===== src/rtl/nonblocking_pkg.sv =====
`default_nettype none
// ============================================================================
//  Module   : nonblocking_pkg
//  Brief    : Shared defaults and word type for the non-blocking reference
//             block (counter plus three-stage delay line).
//  Revision : 1.0 - initial release
// ============================================================================
package nonblocking_pkg;

    localparam int WIDTH_DEFAULT   = 32;
    localparam int STEP_DEFAULT    = 1;
    localparam int RST_VAL_DEFAULT = 0;

    typedef logic [WIDTH_DEFAULT-1:0] word_t;

endpackage : nonblocking_pkg
`default_nettype wire


===== src/rtl/nb_stage.sv =====
`default_nettype none
// ============================================================================
//  Module   : nb_stage
//  Brief    : One WIDTH-bit delay register with asynchronous active-low reset
//             to RST_VAL. Chained to build the b -> c -> d delay line.
//  Revision : 1.0 - initial release
// ============================================================================
module nb_stage
    import nonblocking_pkg::*;
#(
    parameter int               WIDTH   = WIDTH_DEFAULT,
    parameter logic [WIDTH-1:0] RST_VAL = WIDTH'(RST_VAL_DEFAULT)
) (
    input  logic             clock,
    input  logic             reset_n,
    input  logic [WIDTH-1:0] i_d,
    output logic [WIDTH-1:0] o_q
);

    logic [WIDTH-1:0] r_q;

    // Capture the pre-edge value of the previous stage; reset wins immediately.
    always_ff @(posedge clock or negedge reset_n) begin
        if (!reset_n) begin
            r_q <= RST_VAL;
        end else begin
            r_q <= i_d;
        end
    end

    assign o_q = r_q;

endmodule : nb_stage
`default_nettype wire


===== src/rtl/nonblocking.sv =====
`default_nettype none
// ============================================================================
//  Module   : nonblocking
//  Brief    : Free-running modulo-2**WIDTH counter (a) feeding a three-stage
//             register delay line (b, c, d = a delayed by 1, 2, 3 clocks).
//             All registers update from pre-edge values on the same edge.
//  Revision : 1.0 - initial release
// ============================================================================
module nonblocking
    import nonblocking_pkg::*;
#(
    parameter int               WIDTH   = WIDTH_DEFAULT,
    parameter int               STEP    = STEP_DEFAULT,
    parameter logic [WIDTH-1:0] RST_VAL = WIDTH'(RST_VAL_DEFAULT)
) (
    input  logic             clock,
    input  logic             reset_n,
    output logic [WIDTH-1:0] a,
    output logic [WIDTH-1:0] b,
    output logic [WIDTH-1:0] c,
    output logic [WIDTH-1:0] d
);

    localparam int               c_depth = 3;
    localparam logic [WIDTH-1:0] c_step  = WIDTH'(STEP);

    logic [WIDTH-1:0] r_a;
    // w_tap[0] is the counter, w_tap[n] is the counter delayed by n clocks.
    logic [WIDTH-1:0] w_tap [0:c_depth];

    // Counter: wraps silently modulo 2**WIDTH, no flag and no saturation.
    always_ff @(posedge clock or negedge reset_n) begin
        if (!reset_n) begin
            r_a <= RST_VAL;
        end else begin
            r_a <= r_a + c_step;
        end
    end

    assign w_tap[0] = r_a;

    // Each stage registers the tap before it, so every stage sees the value
    // held before the edge rather than a same-edge update.
    for (genvar gi = 0; gi < c_depth; gi++) begin : g_stage
        nb_stage #(
            .WIDTH   (WIDTH),
            .RST_VAL (RST_VAL)
        ) u_stage (
            .clock   (clock),
            .reset_n (reset_n),
            .i_d     (w_tap[gi]),
            .o_q     (w_tap[gi+1])
        );
    end

    // Outputs come straight from registers.
    assign a = w_tap[0];
    assign b = w_tap[1];
    assign c = w_tap[2];
    assign d = w_tap[3];

endmodule : nonblocking
`default_nettype wire


===== config.mk =====
export PLATFORM = sky130hd
export DESIGN_NAME = nonblocking
export DESIGN_NICKNAME = d
export VERILOG_FILES = /design/src/rtl/nonblocking_pkg.sv /design/src/rtl/nb_stage.sv /design/src/rtl/nonblocking.sv
export SDC_FILE = /design/constraint.sdc
export NUM_CORES = 1
export LEC_CHECK = 0
export BUFFER_PORTS_ARGS = -buffer_cell sky130_fd_sc_hd__buf_2
export CAP_MARGIN = 20
export CELL_PAD_IN_SITES_DETAIL_PLACEMENT = 2
export CELL_PAD_IN_SITES_GLOBAL_PLACEMENT = 2
export CORE_UTILIZATION = 36
export DETAILED_ROUTE_END_ITERATION = 16
export PLACE_DENSITY = 0.84
export SYNTH_ARGS = -nofsm -noshare
export SYNTH_HDL_FRONTEND = slang
export SYNTH_SLANG_ARGS = --single-unit

===== constraint.sdc =====
create_clock -name clock -period 3.5 [get_ports clock]
set_clock_uncertainty 0.15 [all_clocks]
set_input_delay 0.175 -clock clock [delete_from_list [all_inputs] [get_ports clock]]
set_output_delay 0.175 -clock clock [all_outputs]
set_load 0.03 [all_outputs]

== After elaboration in Yosys (flattened, before gate mapping) ==
Index checks and enable logic that the tools add are counted.

* Input bits: 2
* Register bits after elaboration: 128
* Output and inout bits: 128
* Logic and storage cells: 5

* $add $sub $neg: 1

{| class="wikitable"
|+ Operators with widths
! cell !! count
|-
| $add A32 B1 Y32 const B || 1
|}

== Logic depth before layout (Yosys ltp) ==
* Depth in word-level cells: 1
* Mapped depth: 6
* Depth with buffers taken out: 5

== Modules after synthesis ==
Synthesis repeated with hierarchy kept, for this count alone.

* Cells, all modules: 223
* Area, all modules: 3,881.2 µm²

{| class="wikitable"
|+ By module, submodules not included
! module !! area an instance (µm²) !! cells an instance !! instances !! seq. area each (µm²)
|-
| nb_stage || 800.8 || 32 || 3 || 800.8
|-
| nonblocking || 1,478.9 || 127 || 1 || 800.8
|}

== Least setup slack after synthesis ==
No wires, ideal clock.

* Path kind: register to register
* Start point: register r_a[0] (netlist: a[0])
* End point: register r_a[10] (netlist: a[10])
* Setup time: 0.135 ns
* Arrival: 1.578 ns
* Cell stages (with the launch flop): 7
* Setup slack: 1.637 ns
* Path through: dfrtp_1 > ha_1 > and4_1 > and3_4 > buf_6 > nand4_1 > xnor2_1

* Longest elaborated chain between the ends: 1

{| class="wikitable"
|+ Ends and longest elaborated chain
! item !! line !! text
|-
| start, declared || nonblocking.sv:27 || <nowiki>logic [WIDTH-1:0] r_a;</nowiki>
|-
| start signal, assigned || nonblocking.sv:36 || <nowiki>r_a <= r_a + c_step;</nowiki>
|-
| $add A32 B1 Y32 || nonblocking.sv:36 ||
|}

Every way passes these cells.

== Worst setup path in the final report ==
* Start point: register r_a[7] (netlist: a[7])
* End point: register r_a[26] (netlist: a[26])

The elaborated chain is that of the path after synthesis.

==> results by group <==
Run status
  – Status: complete, no violations

Setup path
  – Top cell by count, worst path: nand4_1
  – CP Data Arrival Time: 2150 ps
  – CP required: 3750 ps
  – R2R depth: 4
  – Reg-to-reg slack, setup: 1600 ps
  – Startpoint Class: register
  – Worst path max stage delay: 560 ps
  – Max FO, Critical Path: 15
  – Critical path buffer and inverter count: 0
  – Top cell family by delay on the critical path: simple AND/OR/NAND/NOR gates
  – WS Path Type: register to register
  – Worst reg2reg startpoint: a[7]
  – Slowest CP cell: dfrtp_1
  – R2R Path End: a[26]
  – Worst-path cell chain: nand4_1 > nor2_4 > nand4_1 > xnor2_1
  – Worst setup EP type: register

Synth
  – Synthesized area per cell: between 15 and 20 um^2
  – Sequential area share after synthesis: 0.830
  – Cell variety after synth: 21
  – Synthesized area: between 0.003 and 0.004 mm^2
  – Cell count after synthesis: approximately 220
  – Synth Register Bits: around 130
  – Syn_nets: about 220
  – Yosys warns: 0

Power
  – Peak supply drop: approximately 0.36 mV
  – Power Density: between 600 and 700 mW/mm^2
  – Leakage Power: about 2.9 nW

Clocking
  – Bufs on Longest Clock Path: 2
  – CTS Sinks: 128
  – Clock slew at reported path FFs: roughly 60 ps
  – Clock Tree Root: clkbuf_8
  – Total CTS buffers: 17
  – Clock Latency Late Sink: between 500 and 600 ps
  – Post-CTS Resized: 0
  – CTS tree: done
  – H-tree depth: 4

Layout
  – Fin area: ~0.0052 mm^2
  – Ant diodes: 0
  – Fin nets: between 300 and 400
  – Growth of design area from synthesis to finish: 35.7%
  – Share of layout cells above drive strength 1: 0.435
  – Layout fillers: between 900 and 1000

STA
  – Slew Limit Fails: 0
  – Slew @ Worst Pin: a little over 1000 ps
  – Final Hold Viols: 0
  – Unrepaired setup endpoints after global routing: no
  – Hold slack: between 150 and 200 ps
  – Final min period: 1900 ps
  – FMAX: 0.525 GHz
  – Rel. slew slack: 0.321
  – Setup TNS: 0 ps
  – Setup Viol. Count Final: 0
  – Fin crit share: 0.544

Global route
  – Largest net degree at the start of global routing: between 100 and 150
  – First-pass GRT wire length: around 16000 um
  – GRT Util Overall: 0.199
  – Gr ovfl total: 0
  – Initial antenna violation count: 0
  – Vias in the first global route: approximately 2700

Drt
  – Post-Route WL: 10100 um
  – Via count: 2392
  – Pre-antenna DRT Iters: 4
  – Antenna Nets Post-Route: 0
  – DR vias/cell: ~4.6
  – Wire per inst: 19.6 um
  – Initial drt markers: 42
  – Remaining routing DRC violations: 0

Floorplanning
  – Die Height: 106 um
  – Row cnt: 37
  – DIE WIDTH: 106 um
  – Starting Density: 0.372
  – Core Region: 0.0104 mm^2
  – Die area: between 0.01 and 0.015 mm^2
  – Top-level port count: 130

Place
  – Dpl hpwl: 6330 um
  – Placed Instance Area: roughly 0.0047 mm^2
  – GPL Wtd Cong: approximately 0.71
  – IO Port Bufs: 129

Hold path
  – Worst min path class: input pin to asynchronous set/reset pin

Flow run
  – Max-Cap Viols: 0
-- repair_timing --
action,CTS,global route
buffers inserted,0,0
hold endpoints to repair,113,0
hold buffers,1,0
-- cells in the final DEF (no fill, tap or decap) --
cell	synthesis	final
inv_1	2	2
nand4_2	1	1
clkbuf_16	0	16
and4_1	2	2
xnor2_1	27	27
clkinv_4	0	2
nor3_1	2	2
nor2_4	1	1
nor2_2	2	2
clkbuf_8	0	1
buf_6	2	1
clkinv_2	0	5
nand3_1	8	8
dlygate4sd3_1	0	1
buf_2	0	128
bufinv_16	0	3
nand4_1	17	17
clkbuf_1	0	4
ha_1	1	1
dfrtp_1	128	128
nand2_1	8	8
nor3_4	1	1
nor2_1	4	4
and3_1	5	5
xor2_1	3	3
nand4b_1	2	2
buf_4	1	1
clkinvlp_4	0	1
nand3_2	1	1
and3_4	1	1
-- state kept, by name, indices dropped and copies added (netlist names) --
| register | count |
|---|---|
| a | 32 |
| g_stage.u_stage.o_q | 96 |
-- logic make-up after synthesis --
group | count (synthesis) | synth area share
flops | 128 | 0.830
simple gates | 55 | 0.0886
xor+xnor | 30 | 0.0681
buf+inv | 5 | 0.00973
fa+ha+maj | 1 | 0.00324
-- cell usage after synthesis (all sizes together) --
cell      n  area share
nand4b    2      0.0045
buf       3      0.0078
and4      2      0.0045
nand2     8      0.0078
nand4    18       0.031
and3      6       0.011
dfrtp   128        0.83
xor2      3      0.0068
xnor2    27       0.061
nand3     9       0.013
nor3      3      0.0068
nor2      7       0.010
inv       2      0.0019
ha        1      0.0032
-- how the worst max path moves through the flow --
stage          start    end  slack [ps]  cells after the start
5_1_grt         a[7]  a[26]        1460                      4
6_report        a[7]  a[26]        1600                      4
3_3_place_gp    a[7]  a[21]        1820                      4
2_1_floorplan   a[0]  a[10]        1640                      6
4_1_cts         a[7]  a[24]        1590                      4
3_5_place_dp    a[0]  a[30]        1720                      5
-- cell type report --
cell class	count	area, um^2	area share
repair buffers	131	669	0.128
multi-input cells	86	617	0.118
clock buffers	21	429	0.0820
clock inverters	11	140	0.0268
well taps	136	170	0.0325
inverters	2	7.51	0.00143
flip-flops and latches	128	3200	0.612
-- worst register-to-register path, stage by stage, from the launching register on --
cell and delay [ps]:
dfrtp_1 560, nand4_1 300, nor2_4 380, nand4_1 200
xnor2_1 180
-- where the power goes --
group | switching [mW] | internal (mW)
Combinational | 0.0275 | 0.00249
Sequential | 0 | 1.48
Clock | 0.629 | 1.08
-- per-stage QoR --
| step | power (mW) | utilization | setup WS, ps | std cells |
|---|---|---|---|---|
| after floorplan | 1.51 | - | 1640 | 219 |
| after global placement | 1.54 | 0.449 | 1820 | 482 |
| after detailed placement | 1.54 | 0.449 | 1720 | 482 |
| after CTS | 3.26 | 0.505 | 1590 | 515 |
| after global routing | 3.32 | 0.505 | 1460 | 515 |
| final | 3.22 | 0.505 | 1600 | 515 |
-- metal layers --
metal / up-vias / share of wire / GRT usage
met5: - / 0 / 0
met1: 1263 / 0.38 / 0.222
met3: 11 / 0.064 / 0.0897
li1: 1033 / - / -
met2: 85 / 0.54 / 0.344
met4: 0 / 0.012 / 0.0565
Power figures use the tool's default switching activity.
